`config.mk`:
```
export PLATFORM = sky130hd
export DESIGN_NAME = mips_multi_ctrl_ws_flat
export DESIGN_NICKNAME = d
export VERILOG_FILES = /design/src/rtl/mips_multi_ctrl_ws_if.sv /design/src/rtl/mips_multi_ctrl_ws.sv /design/src/flat_wrapper.sv
export SDC_FILE = /design/constraint.sdc
export NUM_CORES = 1
export LEC_CHECK = 0
export BUFFER_PORTS_ARGS = -buffer_cell sky130_fd_sc_hd__buf_4
export CAP_MARGIN = 30
export CORE_MARGIN = 5
export CORE_UTILIZATION = 48
export CTS_BUF_LIST = sky130_fd_sc_hd__clkbuf_8 sky130_fd_sc_hd__clkbuf_16
export DETAILED_ROUTE_END_ITERATION = 6
export GPL_TIMING_DRIVEN = 1
export HOLD_SLACK_MARGIN = 0.03
export PLACE_DENSITY = 0.76
export SYNTH_ARGS = -nofsm -noshare
export SYNTH_HDL_FRONTEND = slang
export SYNTH_SLANG_ARGS = --single-unit
```
`constraint.sdc`:
```
create_clock -name clk -period 2.2 [get_ports clk]
set_input_delay 0.33 -clock clk [delete_from_list [all_inputs] [get_ports clk]]
set_output_delay 0.33 -clock clk [all_outputs]
set_load 0.02 [all_outputs]
```
`src/rtl/mips_multi_ctrl_ws_if.sv`:
```
// Control bus between the multicycle MIPS controller (master) and its datapath/memory (slave).
interface mips_multi_ctrl_ws_if;
    logic [5:0] op;
    logic [5:0] funct;
    logic       zero;
    logic       memready;
    logic       memreq;
    logic       memwrite;
    logic       iord;
    logic       irwrite;
    logic       pcen;
    logic       regwrite;
    logic [1:0] regdst;
    logic [1:0] memtoreg;
    logic       alusrca;
    logic [1:0] alusrcb;
    logic       immext;
    logic [1:0] pcsrc;
    logic [2:0] alucontrol;

    modport master (
        input  op, funct, zero, memready,
        output memreq, memwrite, iord, irwrite, pcen, regwrite, regdst, memtoreg,
               alusrca, alusrcb, immext, pcsrc, alucontrol
    );

    modport slave (
        output op, funct, zero, memready,
        input  memreq, memwrite, iord, irwrite, pcen, regwrite, regdst, memtoreg,
               alusrca, alusrcb, immext, pcsrc, alucontrol
    );
endinterface

```
`src/rtl/mips_multi_ctrl_ws.sv`:
```
// Multicycle MIPS controller with memory wait states, access timeout, sticky fault
// and cycle/retired-instruction counters.
module mips_multi_ctrl_ws #(
    parameter int MEM_TIMEOUT = 16,
    parameter int TO_W        = 5,
    parameter int CNT_W       = 32
) (
    input  logic                 clk,
    input  logic                 reset,
    mips_multi_ctrl_ws_if.master bus,
    output logic                 fault,
    output logic [CNT_W-1:0]     cycles,
    output logic [CNT_W-1:0]     instret
);
    localparam logic [5:0] OP_LW = 6'b100011, OP_SW = 6'b101011, OP_R = 6'b000000,
                           OP_BEQ = 6'b000100, OP_BNE = 6'b000101, OP_ADDI = 6'b001000,
                           OP_SLTI = 6'b001010, OP_ANDI = 6'b001100, OP_ORI = 6'b001101,
                           OP_XORI = 6'b001110, OP_J = 6'b000010, OP_JAL = 6'b000011;
    localparam logic [2:0] ALU_ADD = 3'b010, ALU_SUB = 3'b110, ALU_AND = 3'b000,
                           ALU_OR = 3'b001, ALU_XOR = 3'b011, ALU_SLT = 3'b111;

    typedef enum logic [3:0] {
        FETCH, DECODE, MEMADR, MEMRD, MEMWB, MEMWR, RTYPEEX, RTYPEWB,
        BEQEX, BNEEX, IMMEX, IMMWB, JEX, JALEX, FAULT
    } state_t;

    state_t          state, nxt;
    logic [TO_W-1:0] to_cnt;
    logic            waiting;
    logic            funct_ok;
    logic [2:0]      r_alu;
    logic [2:0]      i_alu;
    logic            i_zext;

    always_comb begin
        funct_ok = 1'b1;
        r_alu    = ALU_ADD;
        unique case (bus.funct)
            6'b100000: r_alu = ALU_ADD;
            6'b100010: r_alu = ALU_SUB;
            6'b100100: r_alu = ALU_AND;
            6'b100101: r_alu = ALU_OR;
            6'b101010: r_alu = ALU_SLT;
            default:   funct_ok = 1'b0;
        endcase
        // Logical immediates zero-extend; arithmetic ones sign-extend.
        i_alu  = ALU_ADD;
        i_zext = 1'b0;
        unique case (bus.op)
            OP_SLTI: i_alu = ALU_SLT;
            OP_ANDI: begin i_alu = ALU_AND; i_zext = 1'b1; end
            OP_ORI:  begin i_alu = ALU_OR;  i_zext = 1'b1; end
            OP_XORI: begin i_alu = ALU_XOR; i_zext = 1'b1; end
            default: ;
        endcase
    end

    always_ff @(posedge clk or posedge reset) begin
        if (reset) state <= FETCH;
        else       state <= nxt;
    end

    always_comb begin
        nxt            = state;
        bus.memreq     = 1'b0;
        bus.memwrite   = 1'b0;
        bus.iord       = 1'b0;
        bus.irwrite    = 1'b0;
        bus.pcen       = 1'b0;
        bus.regwrite   = 1'b0;
        bus.regdst     = 2'b00;
        bus.memtoreg   = 2'b00;
        bus.alusrca    = 1'b0;
        bus.alusrcb    = 2'b00;
        bus.immext     = 1'b0;
        bus.pcsrc      = 2'b00;
        bus.alucontrol = 3'b000;
        unique case (state)
            FETCH: begin
                bus.memreq     = 1'b1;
                bus.alusrcb    = 2'b01;
                bus.alucontrol = ALU_ADD;
                bus.irwrite    = bus.memready;
                bus.pcen       = bus.memready;
                if (bus.memready) nxt = DECODE;
            end
            DECODE: begin
                bus.alusrcb    = 2'b11;
                bus.alucontrol = ALU_ADD;
                unique case (bus.op)
                    OP_LW, OP_SW: nxt = MEMADR;
                    OP_R:         nxt = funct_ok ? RTYPEEX : FAULT;
                    OP_BEQ:       nxt = BEQEX;
                    OP_BNE:       nxt = BNEEX;
                    OP_ADDI, OP_SLTI, OP_ANDI, OP_ORI, OP_XORI: nxt = IMMEX;
                    OP_J:         nxt = JEX;
                    OP_JAL:       nxt = JALEX;
                    default:      nxt = FAULT;
                endcase
            end
            MEMADR: begin
                bus.alusrca    = 1'b1;
                bus.alusrcb    = 2'b10;
                bus.alucontrol = ALU_ADD;
                nxt            = (bus.op == OP_SW) ? MEMWR : MEMRD;
            end
            MEMRD: begin
                bus.memreq = 1'b1;
                bus.iord   = 1'b1;
                if (bus.memready) nxt = MEMWB;
            end
            MEMWB: begin
                bus.regwrite = 1'b1;
                bus.memtoreg = 2'b01;
                nxt          = FETCH;
            end
            MEMWR: begin
                bus.memreq   = 1'b1;
                bus.memwrite = 1'b1;
                bus.iord     = 1'b1;
                if (bus.memready) nxt = FETCH;
            end
            RTYPEEX: begin
                bus.alusrca    = 1'b1;
                bus.alucontrol = r_alu;
                nxt            = RTYPEWB;
            end
            RTYPEWB: begin
                bus.regwrite = 1'b1;
                bus.regdst   = 2'b01;
                nxt          = FETCH;
            end
            BEQEX, BNEEX: begin
                bus.alusrca    = 1'b1;
                bus.alucontrol = ALU_SUB;
                bus.pcsrc      = 2'b01;
                bus.pcen       = (state == BEQEX) ? bus.zero : ~bus.zero;
                nxt            = FETCH;
            end
            IMMEX: begin
                bus.alusrca    = 1'b1;
                bus.alusrcb    = 2'b10;
                bus.alucontrol = i_alu;
                bus.immext     = i_zext;
                nxt            = IMMWB;
            end
            IMMWB: begin
                bus.regwrite   = 1'b1;
                bus.alucontrol = i_alu;
                bus.immext     = i_zext;
                nxt            = FETCH;
            end
            JEX: begin
                bus.pcsrc = 2'b10;
                bus.pcen  = 1'b1;
                nxt       = FETCH;
            end
            JALEX: begin
                bus.pcsrc    = 2'b10;
                bus.pcen     = 1'b1;
                bus.regwrite = 1'b1;
                bus.regdst   = 2'b10;
                bus.memtoreg = 2'b10;
                nxt          = FETCH;
            end
            FAULT:   nxt = FAULT;
            default: nxt = FAULT;
        endcase
        // A completing access (memready=1) always beats the timeout.
        if (waiting && MEM_TIMEOUT != 0 && to_cnt == TO_W'(MEM_TIMEOUT)) nxt = FAULT;
    end

    assign waiting = (state == FETCH || state == MEMRD || state == MEMWR) && !bus.memready;

    always_ff @(posedge clk or posedge reset) begin
        if (reset)                        to_cnt <= '0;
        else if (waiting && nxt == state) to_cnt <= to_cnt + 1'b1;
        else                              to_cnt <= '0;
    end

    always_ff @(posedge clk or posedge reset) begin
        if (reset) begin
            cycles  <= '0;
            instret <= '0;
        end else if (state != FAULT) begin
            cycles <= cycles + 1'b1;
            if (nxt == FETCH && state != FETCH) instret <= instret + 1'b1;
        end
    end

    assign fault = (state == FAULT);
endmodule
```
`src/flat_wrapper.sv`:
```
// flat-port wrapper written by rule: the top's interface ports become plain ports
module mips_multi_ctrl_ws_flat 
#(
    parameter int MEM_TIMEOUT = 16,
    parameter int TO_W        = 5,
    parameter int CNT_W       = 32
)
  (clk, reset, fault, cycles, instret, bus_op, bus_funct, bus_zero, bus_memready, bus_memreq, bus_memwrite, bus_iord, bus_irwrite, bus_pcen, bus_regwrite, bus_regdst, bus_memtoreg, bus_alusrca, bus_alusrcb, bus_immext, bus_pcsrc, bus_alucontrol);
  mips_multi_ctrl_ws_if bus_i ();
  input  logic clk;
  input  logic reset;
  output logic fault;
  output logic [CNT_W-1:0] cycles;
  output logic [CNT_W-1:0] instret;
  input wire logic [$bits(bus_i.op)-1:0] bus_op;
  input wire logic [$bits(bus_i.funct)-1:0] bus_funct;
  input wire logic [$bits(bus_i.zero)-1:0] bus_zero;
  input wire logic [$bits(bus_i.memready)-1:0] bus_memready;
  output wire logic [$bits(bus_i.memreq)-1:0] bus_memreq;
  output wire logic [$bits(bus_i.memwrite)-1:0] bus_memwrite;
  output wire logic [$bits(bus_i.iord)-1:0] bus_iord;
  output wire logic [$bits(bus_i.irwrite)-1:0] bus_irwrite;
  output wire logic [$bits(bus_i.pcen)-1:0] bus_pcen;
  output wire logic [$bits(bus_i.regwrite)-1:0] bus_regwrite;
  output wire logic [$bits(bus_i.regdst)-1:0] bus_regdst;
  output wire logic [$bits(bus_i.memtoreg)-1:0] bus_memtoreg;
  output wire logic [$bits(bus_i.alusrca)-1:0] bus_alusrca;
  output wire logic [$bits(bus_i.alusrcb)-1:0] bus_alusrcb;
  output wire logic [$bits(bus_i.immext)-1:0] bus_immext;
  output wire logic [$bits(bus_i.pcsrc)-1:0] bus_pcsrc;
  output wire logic [$bits(bus_i.alucontrol)-1:0] bus_alucontrol;
  assign bus_i.op = bus_op;
  assign bus_i.funct = bus_funct;
  assign bus_i.zero = bus_zero;
  assign bus_i.memready = bus_memready;
  assign bus_memreq = bus_i.memreq;
  assign bus_memwrite = bus_i.memwrite;
  assign bus_iord = bus_i.iord;
  assign bus_irwrite = bus_i.irwrite;
  assign bus_pcen = bus_i.pcen;
  assign bus_regwrite = bus_i.regwrite;
  assign bus_regdst = bus_i.regdst;
  assign bus_memtoreg = bus_i.memtoreg;
  assign bus_alusrca = bus_i.alusrca;
  assign bus_alusrcb = bus_i.alusrcb;
  assign bus_immext = bus_i.immext;
  assign bus_pcsrc = bus_i.pcsrc;
  assign bus_alucontrol = bus_i.alucontrol;
  mips_multi_ctrl_ws #(.MEM_TIMEOUT(MEM_TIMEOUT), .TO_W(TO_W), .CNT_W(CNT_W)) u_core (.clk(clk), .reset(reset), .bus(bus_i), .fault(fault), .cycles(cycles), .instret(instret));
endmodule
```
After elaboration in Yosys (flattened, before gate mapping) --
Cells that the tools add are included.
Word-level totals: register bits after elaboration 73, bits of input ports 16, output and inout port bits 84, word-level logic and storage cells 94
Cells by class: add/sub/neg operators 3, eq/ne operators 33, muxes and demuxes 27, bitwise gates (word level) 1, reduce and logical (&&, ||, !) cells 26
Operator list (count):
- $add A32 B1 Y32 const B | 2
- $eq A6 B6 Y1 const B | 7
- $pmux W3 S4 | 3
- $pmux W4 S8 | 1
- $eq A6 B4 Y1 const B | 5
- $eq A4 B4 Y1 const B | 7
- $pmux W4 S7 | 1
- $mux W4 | 5
- $eq A4 B3 Y1 const B | 4
- $reduce_or A5 Y1 | 3
- $eq A6 B2 Y1 const B | 2
- $eq A6 B3 Y1 const B | 2
- $pmux W2 S2 | 3
- $reduce_or A2 Y1 | 6
- $mux W1 | 10
- $reduce_or A3 Y1 | 3
- $eq A4 B2 Y1 const B | 2
- $logic_not A4 Y1 | 2
- $reduce_or A7 Y1 | 1
- $logic_not A6 Y1 | 1
- $pmux W2 S3 | 1
- $add A5 B1 Y5 const B | 1
- $eq A5 B5 Y1 const B | 1
- $mux W5 | 1
- other kinds (12) | 16

Longest topological paths before layout --
Gate-level depths: netlist of run 1.
word-level depth 10, depth in mapped cells 9, depth with buffers taken out 8

Worst setup path after synthesis of run 1 --
No wires, ideal clock.
kind register to output, start register u_core.state[2], end output port bus_regwrite, arrival time 1.929 ns, data required time 1.870 ns, path slack -0.059 ns, cell stages (with the launch flop) 6, buffers on the path 2, cells stage by stage dfrtp_1 clkbuf_1 buf_1 nand2_1 nor3_1 or2_2
Between the ends: longest elaborated chain between the ends 3, elaborated cells between the ends (all ways) 6, those cells by class eq/ne (4); mux (1); reduce/logical (1)
RTL lines:
- start, declared | line mips_multi_ctrl_ws.sv:27 | state_t state, nxt;
- start signal, assigned | line mips_multi_ctrl_ws.sv:60 | else state <= nxt;
- $eq A4 B3 Y1 or $eq A4 B4 Y1 (tied branches) | line mips_multi_ctrl_ws.sv:78 | unique case (state)
- $reduce_or A4 Y1 (no line) *
- $mux W1 * | line mips_multi_ctrl_ws.sv:78
- end, declared | line flat_wrapper.sv:24 | output wire logic [$bits(bus_i.regwrite)-1:0] bus_regwrite;
Mark *: on every way between the ends. The rest lies on a longest branch, timed or not.

Final worst setup path of run 1 --
start register u_core.state[2], end output port bus_immext
Between the ends: longest elaborated chain between the ends 3, elaborated cells between the ends (all ways) 4, those cells by class eq/ne (2); mux (1); reduce/logical (1)
RTL lines:
- $eq A4 B4 Y1 | line mips_multi_ctrl_ws.sv:78
- $reduce_or A2 Y1 (no line) *
- $mux W1 * | line mips_multi_ctrl_ws.sv:78
- end, declared | line flat_wrapper.sv:29 | output wire logic [$bits(bus_i.immext)-1:0] bus_immext;
Marks and branches as above.

==> results of run 1 <==
## per-layer routing
layer | share of wire [%] | track usage, % | up-vias
li1 | - | - | 1751
met1 | 44 | 27.2 | 1768
met2 | 50 | 31.2 | 102
met3 | 5.4 | 5.03 | 11
met4 | 0.80 | 4.91 | 0
met5 | 0 | 0 | -
## worst max-delay path, cell delays in order (launching register included)
cell and delay, ps:
dfrtp_2 450, buf_6 140, buf_6 140, nand2b_4 150, or3_4 350, nor2_1 150, buf_4 160
## flip-flops by register name (all words and copies together) (netlist names)
name / count
u_core.cycles: 32
u_core.instret: 32
u_core.state: 4
u_core.to_cnt: 5
## worst min path at each step
stage                                   end        startpoint
after floorplan            u_core.to_cnt[0]  u_core.to_cnt[0]
after global placement    u_core.cycles[30]             reset
after detailed placement  u_core.cycles[29]             reset
after CTS                 u_core.cycles[29]             reset
after global routing      u_core.cycles[29]             reset
final                     u_core.cycles[29]             reset
## power breakdown
group	switching, uW	internal, uW	leakage [uW]
Clock	521	556	0.0000949
Combinational	1650	1420	0.00158
Sequential	229	1510	0.000986
Total	2410	3490	0.00266
## final cells by class
| class | count | area [sq um] |
|---|---|---|
| Tap cell | 105 | 131 |
| Multi-Input combinational cell | 307 | 2270 |
| Sequential cell | 73 | 1830 |
| Clock inverter | 6 | 66.3 |
| Fill cell | 606 | 2470 |
| Inverter | 12 | 45.0 |
| Timing Repair Buffer | 152 | 1230 |
| Clock buffer | 10 | 138 |
## synthesized netlist by cell type, types with 2 or more instances
master	n	area [sq um]
a21oi_1	5	25.0
a22oi_1	3	22.5
a31oi_1	4	25.0
and2_1	7	43.8
and3_1	21	131
and4_1	8	70.1
buf_2	8	40.0
clkbuf_1	6	22.5
dfrtp_1	73	1830
ha_1	4	50.1
inv_1	12	45.0
nand2_1	28	105
nand2b_1	4	25.0
nand3_1	27	135
nand4_1	27	169
nor2_1	36	135
nor2b_1	6	37.5
nor3_1	6	30.0
nor4_1	4	25.0
nor4b_1	4	35.0
nor4bb_1	3	30.0
o21a_1	2	15.0
o21ai_0	7	35.0
o31ai_1	3	22.5
xnor2_1	57	499
xor2_1	11	96.3
## logic make-up (layout without fill, tap and decap cells)
kind of cell / count (synthesis) / count (layout) / share of synthesized area, %
AO/OA/AOI/OAI: 38 / 38 / 6.81
buffers and inverters: 28 / 180 / 3.06
multiplexers: 2 / 2 / 0.531
adder cells (fa/ha/maj): 4 / 4 / 1.25
flip-flops: 73 / 73 / 45.6
XOR/XNOR: 68 / 68 / 14.9
AND/OR/NAND/NOR: 195 / 195 / 27.8
## per-stage QoR
step	total power, uW	hold slack [ps]
floorplan	3240	455
global placement	4280	445
detailed placement	4320	451
CTS	5510	67.9
global route	6220	84.5
finish	5900	63.6
## repair_timing
item	4_1_cts	5_1_grt
buffers inserted	2	9
pin swaps	2	5
cloned	0	2
resized for setup	15	37
setup endpoints to repair	18	40
==> results.yml, run 1 <==
run:
  cap_viol_max_count: 0
sta:
  min_period_over_period_pct: 101
  final-setup-viol-count: 1
  fin_crit_ps: 2220
  relSlewSlack_pct: 58.2
  tightest_slew_ps: 619
  fmax_ghz: 0.450
  finalMaxSlewViolations: 0
  fin_ws_ps: -20.1
  tns_ps: -20.1
  finalClockSkew_ps: 9.92
  grt_setup_unrepaired: "true"
  finalHoldViolCount: 0
routing:
  wl_per_cell_um: 15.9
  finalWirelength_mm: 10.6
  drtIter0Drc: 193
  ant_nets: 0
  dr.pass1.iters: 4
  via_per_inst: 5.46
  dr_total_vias: 3632
  drc_errors: 0
logic_synthesis:
  syn_avg_cell_area_sq_um: 9.81
  netlist_instances: 408
  yosysSeqAreaShare_pct: 45.6
  yosysWarnings: 0
  synth.distinct_cells: 58
  async_flop_share_pct: 100
  synth_nets: 428
  synthFlopType: "dfrtp_1"
  synth_edf_count: 0
  ys_ff_latch: 73
  synth_area_sq_um: 4000
critical_path:
  r2r_end: "u_core.instret[24]"
  start_kind: "flop"
  reg2reg_from: "u_core.state[2]"
  cp_max_fo: 11
  endpoint: "bus_immext"
  reg2regPathDepth: 10
  worst-setup-path-type: "reg -> out"
  cp.arrival_ps: 1890
  r2r_setup_slack_ps: 20
  crit_required_ps: 1870
  crit_path_end_kind: "output pin"
  crit_start: "u_core.state[2]"
run_status:
  status: "complete, but fails checks"
  violations: "setup timing"
global_routing:
  grt-ovfl-total: 0
  grt_max_degree: 74
  grt_util_all_layers_pct: 19.7
  grt_pass1_wl_mm: 16.5
  grt_pass1_vias: 3428
  antenna_found_initial: 0
die:
  initial_utilization_pct: 49.0
  pin_count: 100
  rows: 33
  die_area_sq_um: 10300
  die_height_um: 101
  core_sq_um: 8180
  die_w_um: 101
layout:
  mostFrequentLayoutCell: "buf_4"
  final_cells: 665
  nNetsFinal: 575
  final_util_pct: 69.8
  area_growth_pct: 42.6
  layout_common_cells: "buf_4, dfrtp_1, xnor2_1, nor2_1"
  drive_gt1_share_pct: 37.1
  final_area_sq_um: 5710
  diodes: 0
worst_hold_path:
  worst_hold_path_type: "in -> async"
place:
  gp_congestion: 0.918
  place_inst: 636
  placed_area_sq_um: 5140
  dp_hpwl_mm: 7.38
  portBuffers: 99
  dp_slack_ps: -59.6
clock_network:
  cts_tree: "yes"
  cts_root_buffer: "clkbuf_8"
  cts.path.max_buffers: 2
  cts_buffers: 9
  htreeDepth: 3
  clk_pin_slew_ps: 80
  holdBufCountCts: 0
  clock_sinks: 73
  clk_latency_ps: 350
pwr:
  vdd_ir_drop_max_mv: 0.729
  p_leak_uw: 0.00266
  pwr_density_cell_nw_per_um2: 1030
(Power assumes the default switching activity.)
==> inputs of run 2 (changes only) <==
--- a/config.mk
+++ b/config.mk
@@ -7,13 +7,16 @@
 export LEC_CHECK = 0
 export BUFFER_PORTS_ARGS = -buffer_cell sky130_fd_sc_hd__buf_4
 export CAP_MARGIN = 30
-export CORE_MARGIN = 5
-export CORE_UTILIZATION = 48
+export CELL_PAD_IN_SITES_DETAIL_PLACEMENT = 0
+export CELL_PAD_IN_SITES_GLOBAL_PLACEMENT = 1
+export CORE_MARGIN = 4
+export CORE_UTILIZATION = 37
 export CTS_BUF_LIST = sky130_fd_sc_hd__clkbuf_8 sky130_fd_sc_hd__clkbuf_16
 export DETAILED_ROUTE_END_ITERATION = 6
 export GPL_TIMING_DRIVEN = 1
 export HOLD_SLACK_MARGIN = 0.03
-export PLACE_DENSITY = 0.76
+export PLACE_DENSITY_LB_ADDON = 0.1
+export SLEW_MARGIN = 20
 export SYNTH_ARGS = -nofsm -noshare
 export SYNTH_HDL_FRONTEND = slang
 export SYNTH_SLANG_ARGS = --single-unit
==> run 2 against run 1 <==
Against the previous run:
- the flow now finishes without violations
- clock power increased by 30%
- wire length increased by 2.2%
- combinational power increased by 10%
- critical endpoint is now bus_alucontrol[0]
==> results.yml, run 2 (synthesis gave the netlist of run 1 again) <==
clock_network:
  cts_tree: "yes"
  clk_latency_ps: 350
  clock_sinks: 73
  cts_root_buffer: "clkbuf_8"
  htreeDepth: 3
  cts.path.max_buffers: 2
  holdBufCountCts: 0
  clk_pin_slew_ps: 90
  cts_buffers: 9
global_routing:
  use_met1_pct: 23.0
  grt-busiest-layer: "met2"
  grt_util_met3_pct: 4.20
  grt_max_degree: 40
  grt_util_all_layers_pct: 16.9
  grt_pass1_wl_mm: 17.6
  grt_pass1_vias: 3609
  antenna_found_initial: 0
  grt_use_met2_pct: 26.8
  grt-ovfl-total: 0
die:
  core_sq_um: 10400
  pin_count: 100
  die_height_um: 112
  rows: 37
  die_area_sq_um: 12500
  die_w_um: 112
  initial_utilization_pct: 38.4
routing:
  dr.pass1.iters: 4
  ant_nets: 0
  wl_per_cell_um: 15.3
  dr_total_vias: 3625
  drc_errors: 0
  drtIter0Drc: 170
  finalWirelength_mm: 10.8
  via_per_inst: 5.13
critical_path:
  start_kind: "flop"
  cp.arrival_ps: 1850
  cp_max_fo: 7
  crit_start: "u_core.state[2]"
  worst-setup-path-type: "reg -> out"
  crit_required_ps: 1870
  reg2reg_from: "u_core.state[3]"
  crit_path_end_kind: "output pin"
sta:
  fmax_ghz: 0.458
  finalHoldViolCount: 0
  tightest_slew_ps: 614
  finalMaxSlewViolations: 0
  finalClockSkew_ps: 10.2
  relSlewSlack_pct: 59.0
  min_period_over_period_pct: 99.3
  fin_crit_ps: 2180
  tns_ps: 0
  final-setup-viol-count: 0
  grt_setup_unrepaired: "true"
pwr:
  pwr-share-clk_pct: 21.6
  p_seq_share_pct: 26.3
  pwr_density_cell_nw_per_um2: 1100
  p_sw_uw: 2480
  switching_share_pct: 38.1
  power_frac_comb_pct: 52.1
  vdd_ir_drop_max_mv: 0.693
  p_leak_uw: 0.00278
  power_uw: 6510
  p_int_uw: 4030
layout:
  diodes: 0
  mostFrequentLayoutCell: "buf_4"
  nNetsFinal: 586
  layout_common_cells: "buf_4, dfrtp_1, xnor2_1, nor2_1, nand4_1"
  final_area_sq_um: 5900
  final_util_pct: 56.6
  area_growth_pct: 47.2
  drive_gt1_share_pct: 38.5
  final_cells: 707
  reg_top3: "u_core.cycles (32), u_core.instret (32), u_core.to_cnt (5)"
place:
  portBuffers: 99
  dp_hpwl_mm: 7.75
  place_inst: 675
  gp_congestion: 0.772
  placed_area_sq_um: 5240
run_status:
  status: "finished, final reports clean"
worst_hold_path:
  worst_hold_path_type: "in -> async"
run:
  cap_viol_max_count: 0
## run 2: cell types whose count changed in the layout (fill, tap and decap cells not counted), moves of 2 or more
cell        previous run  this run
buf_4                137       149
bufinv_16              1         4
clkinvlp_4             3         0
nor2_1                36        33
nor2_2                 0         3
a31oi_1                4         2
a31oi_4                0         2
## run 2: per-stage QoR
| step | setup WS [ps] | hold WS, ps |
|---|---|---|
| 2_1_floorplan | 16.7 | 455 |
| 3_3_place_gp | -140 | 443 |
| 3_5_place_dp | -181 | 451 |
| 4_1_cts | -0.337 | 63.0 |
| 5_1_grt | -55.2 | 96.1 |
| 6_report | 15.4 | 60.1 |
## run 2: per-layer routing
metal	vias to the layer above	wire length [um]	part of all wire, %
li1	1775	-	-
met4	0	178	1.6
met3	16	582	5.4
met1	1742	5050	47
met2	92	5030	46
met5	-	0	0
## run 2: power groups by stage
stage | logic (uW) | clock network [uW] | registers, uW
CTS | 3130 | 1440 | 1710
global route | 3650 | 1500 | 1740
global placement | 2650 | 0 | 1740
floorplan | 1440 | 0 | 1800
detailed placement | 2660 | 0 | 1740
finish | 3390 | 1400 | 1710
## run 2: cell type report
class                   instances  area [sq um]
fillers                       932          4520
multi-input cells             307          2260
flip-flops and latches         73          1830
repair buffers                163          1330
well taps                     136           170
clock inverters                 7           141
clock buffers                   9           124
inverters                      12          45.0
## run 2: path summary, 6_finish.rpt
kind,slack [ps],cells past startpoint,to
hold reg to reg,480,1,u_core.cycles[31]
min in group clk,480,1,u_core.cycles[31]
hold / removal,60,2,u_core.instret[28]
setup / recovery,20,6,bus_alucontrol[0]
setup reg to reg,30,9,u_core.instret[31]
max in group asynchronous,1490,3,u_core.state[0]
## run 2: worst max-delay path, stage by stage, from the launching register on
cell,delay [ps]
dfrtp_2,470
buf_6,150
buf_6,130
nand2b_4,130
or3_4,350
o32ai_2,100
buf_4,180
## run 2: timing repair
action / CTS / global route
setup endpoints to repair: 31 / 28
pin swaps: 5 / 8
cloned: 2 / 0
setup buffers: 9 / 7
gates resized for setup: 26 / 24
==> inputs of run 3 (changes only) <==
--- a/config.mk
+++ b/config.mk
@@ -5,12 +5,13 @@
 export SDC_FILE = /design/constraint.sdc
 export NUM_CORES = 1
 export LEC_CHECK = 0
+export ABC_AREA = 1
 export BUFFER_PORTS_ARGS = -buffer_cell sky130_fd_sc_hd__buf_4
 export CAP_MARGIN = 30
 export CELL_PAD_IN_SITES_DETAIL_PLACEMENT = 0
 export CELL_PAD_IN_SITES_GLOBAL_PLACEMENT = 1
 export CORE_MARGIN = 4
-export CORE_UTILIZATION = 37
+export CORE_UTILIZATION = 36
 export CTS_BUF_LIST = sky130_fd_sc_hd__clkbuf_8 sky130_fd_sc_hd__clkbuf_16
 export DETAILED_ROUTE_END_ITERATION = 6
 export GPL_TIMING_DRIVEN = 1
==> run 3 against run 2 <==
Against the previous run:
- critical path depth rose by 1
- combinational power fell by 97%
- global-route usage rose by 1.1 points
- clock-buffer cell count rose by 2
- maximum frequency rose by 5.9%
- worst hold slack improved by 360 ps
- power fell by 55%
- clock power rose by 9%
- largest cell class unchanged
==> results.yml, run 3 <==
routing:
  dr.pass1.iters: 7
  drtIter0Drc: 265
  finalWirelength_mm: 12.7
  drc_errors: 0
  ant_nets: 0
  via_per_inst: 4.71
  dr_total_vias: 4359
  wl_per_cell_um: 13.8
clock_network:
  htreeDepth: 3
  cts.path.max_buffers: 2
  cts_tree: "yes"
  cts_root_buffer: "clkbuf_16"
  clk_pin_slew_ps: 60
  cts_buffers: 9
  post_cts_buffers: 0
  clk_latency_ps: 340
  clock_sinks: 73
critical_path:
  cp_max_fo: 4
  crit_path_end_kind: "output pin"
  cp.arrival_ps: 1730
  start_kind: "flop"
  worst-setup-path-type: "reg -> out"
  crit_required_ps: 1870
  r2r_setup_slack_ps: 230
place:
  dp_hpwl_mm: 9.72
  gp_congestion: 0.881
  placed_area_sq_um: 5620
  dp_slack_ps: 153
  portBuffers: 99
global_routing:
  grt_max_degree: 33
  antenna_found_initial: 0
  use_met1_pct: 23.4
  grt-ovfl-total: 0
  grt_use_met2_pct: 29.7
  grt_util_all_layers_pct: 18.0
  grt_pass1_wl_mm: 21.2
  grt-busiest-layer: "met2"
  grt_pass1_vias: 4331
  grt_util_met3_pct: 3.68
sta:
  grt_setup_unrepaired: "true"
  min_period_over_period_pct: 93.8
  relSlewSlack_pct: 64.6
  tightest_slew_ps: 526
  fin_crit_ps: 2060
  fin_ws_ps: 137
  finalMaxSlewViolations: 0
  final-setup-viol-count: 0
  finalClockSkew_ps: 8.71
  finalHoldViolCount: 0
  fmax_ghz: 0.485
worst_hold_path:
  worst_hold_path_type: "in -> reg"
layout:
  nNetsFinal: 768
  area_growth_pct: 28.5
  final_area_sq_um: 5960
  mostFrequentLayoutCell: "nand2_1"
  drive_gt1_share_pct: 20.6
  layout_common_cells: "nand2_1, buf_4, nor2_1, inv_1, dfrtp_1"
  reg_top3: "u_core.cycles (32), u_core.instret (32), u_core.to_cnt (5)"
  diodes: 0
logic_synthesis:
  synth-compound-area-share_pct: 1.94
  async_flop_share_pct: 100
  synth.distinct_cells: 32
  synthSimpleGateAreaFrac_pct: 37.6
  syn_avg_cell_area_sq_um: 7.27
  ys_top_cells_by_area: "dfrtp_1, nand2_1, nand3_1"
  synth_area_sq_um: 4640
  yosysSeqAreaShare_pct: 39.4
  yosysTopAreaCellShare_pct: 39.4
  synth_nets: 658
  synth.area.mux_share_pct: 0
  netlist_instances: 638
  synth_top_area_cell: "dfrtp_1"
  synth_top_family_by_area: "simple AND/OR/NAND/NOR gates"
  synth_xor_area_share_pct: 11.5
  synthFlopType: "dfrtp_1"
  synth-adder-area-share_pct: 1.08
  synth_common_cells: "nand2_1, nor2_1, inv_1, dfrtp_1, nand3_1"
  synth_edf_count: 0
  ys_ff_latch: 73
  yosysWarnings: 0
  synthMostInstantiatedCell: "nand2_1"
die:
  rows: 41
  pin_count: 100
  die_w_um: 121
  core_sq_um: 12600
  initial_utilization_pct: 36.7
  die_area_sq_um: 14800
  die_height_um: 121
pwr:
  vdd_ir_drop_max_mv: 0.273
  p_leak_uw: 0.00319
  pwr_density_cell_nw_per_um2: 496
run_status:
  status: "finished, final reports clean"
run:
  cap_viol_max_count: 0
-- run 3: changes by cell type in the layout (fill, tap and decap cells not counted), moves of 21 or more --
cell / delta
nand3_1: +45
buf_4: -43
xor2_1: +29
xnor2_1: -35
nor2_1: +42
nand2_1: +160
and3_1: -21
inv_1: +63
-- run 3: kinds of logic after synthesis --
family                     after synthesis
AOI/OAI and AO/OA                       14
buffers and inverters                   91
and+or+nand+nor                        395
xor gates and xnor gates                61
adders and majority gates                4
DFF                                     73
-- run 3: report_power, final --
group | switching [uW] | internal, uW | total, uW
clock | 591 | 936 | 1530
sequential | 0 | 1340 | 1340
combinational | 55.7 | 31.4 | 87.1
-- run 3: area by class of cell --
| class | instances | area, sq um |
|---|---|---|
| clock buffer | 11 | 253 |
| clock inverter | 5 | 55.1 |
| fill | 1346 | 6660 |
| inverter | 80 | 300 |
| multi-input combinational | 474 | 2440 |
| sequential | 73 | 1830 |
| tap | 172 | 215 |
| timing repair buffer | 110 | 866 |
-- run 3: timing repair --
| item | CTS | global route |
|---|---|---|
| hold endpoints to repair | 8 | 0 |
| hold buffers | 1 | 0 |
| setup endpoints to repair | 0 | 7 |
| gates resized for setup | 0 | 6 |
-- run 3: path summary, 6_finish.rpt --
| path | to | startpoint | cells past startpoint |
|---|---|---|---|
| min in group asynchronous | u_core.cycles[6] | reset | 3 |
| hold reg to reg | u_core.cycles[31] | u_core.cycles[31] | 1 |
| max in group asynchronous | u_core.instret[14] | reset | 4 |
| hold / removal | u_core.to_cnt[1] | bus_memready | 4 |
| setup reg to reg | u_core.instret[21] | u_core.state[1] | 13 |
| setup / recovery | bus_pcen | u_core.state[3] | 7 |
-- run 3: per-layer routing --
| layer | wire length [um] | up-vias |
|---|---|---|
| li1 | - | 2235 |
| met1 | 5830 | 2042 |
| met2 | 6280 | 73 |
| met3 | 472 | 9 |
| met4 | 153 | 0 |
| met5 | 0 | - |
-- run 3: critical path, cell delays in order, from the launching register on --
cell and delay (ps):
dfrtp_1 410, inv_1 110, nor2_1 130, inv_1 100, nor2_2 140, inv_1 90, o311ai_1 230, buf_4 190
-- run 3: stage by stage --
| step | instances | utilization (%) | power [uW] | setup TNS, ps | hold WS, ps |
|---|---|---|---|---|---|
| 2_1_floorplan | 638 | - | 1410 | 0 | 455 |
| 3_3_place_gp | 908 | 44.5 | 1450 | 0 | 289 |
| 3_5_place_dp | 908 | 44.5 | 1460 | 0 | 294 |
| 4_1_cts | 925 | 47.0 | 3010 | 0 | 413 |
| 5_1_grt | 925 | 47.2 | 3080 | -8.40 | 440 |
| 6_report | 925 | 47.2 | 2960 | 0 | 424 |
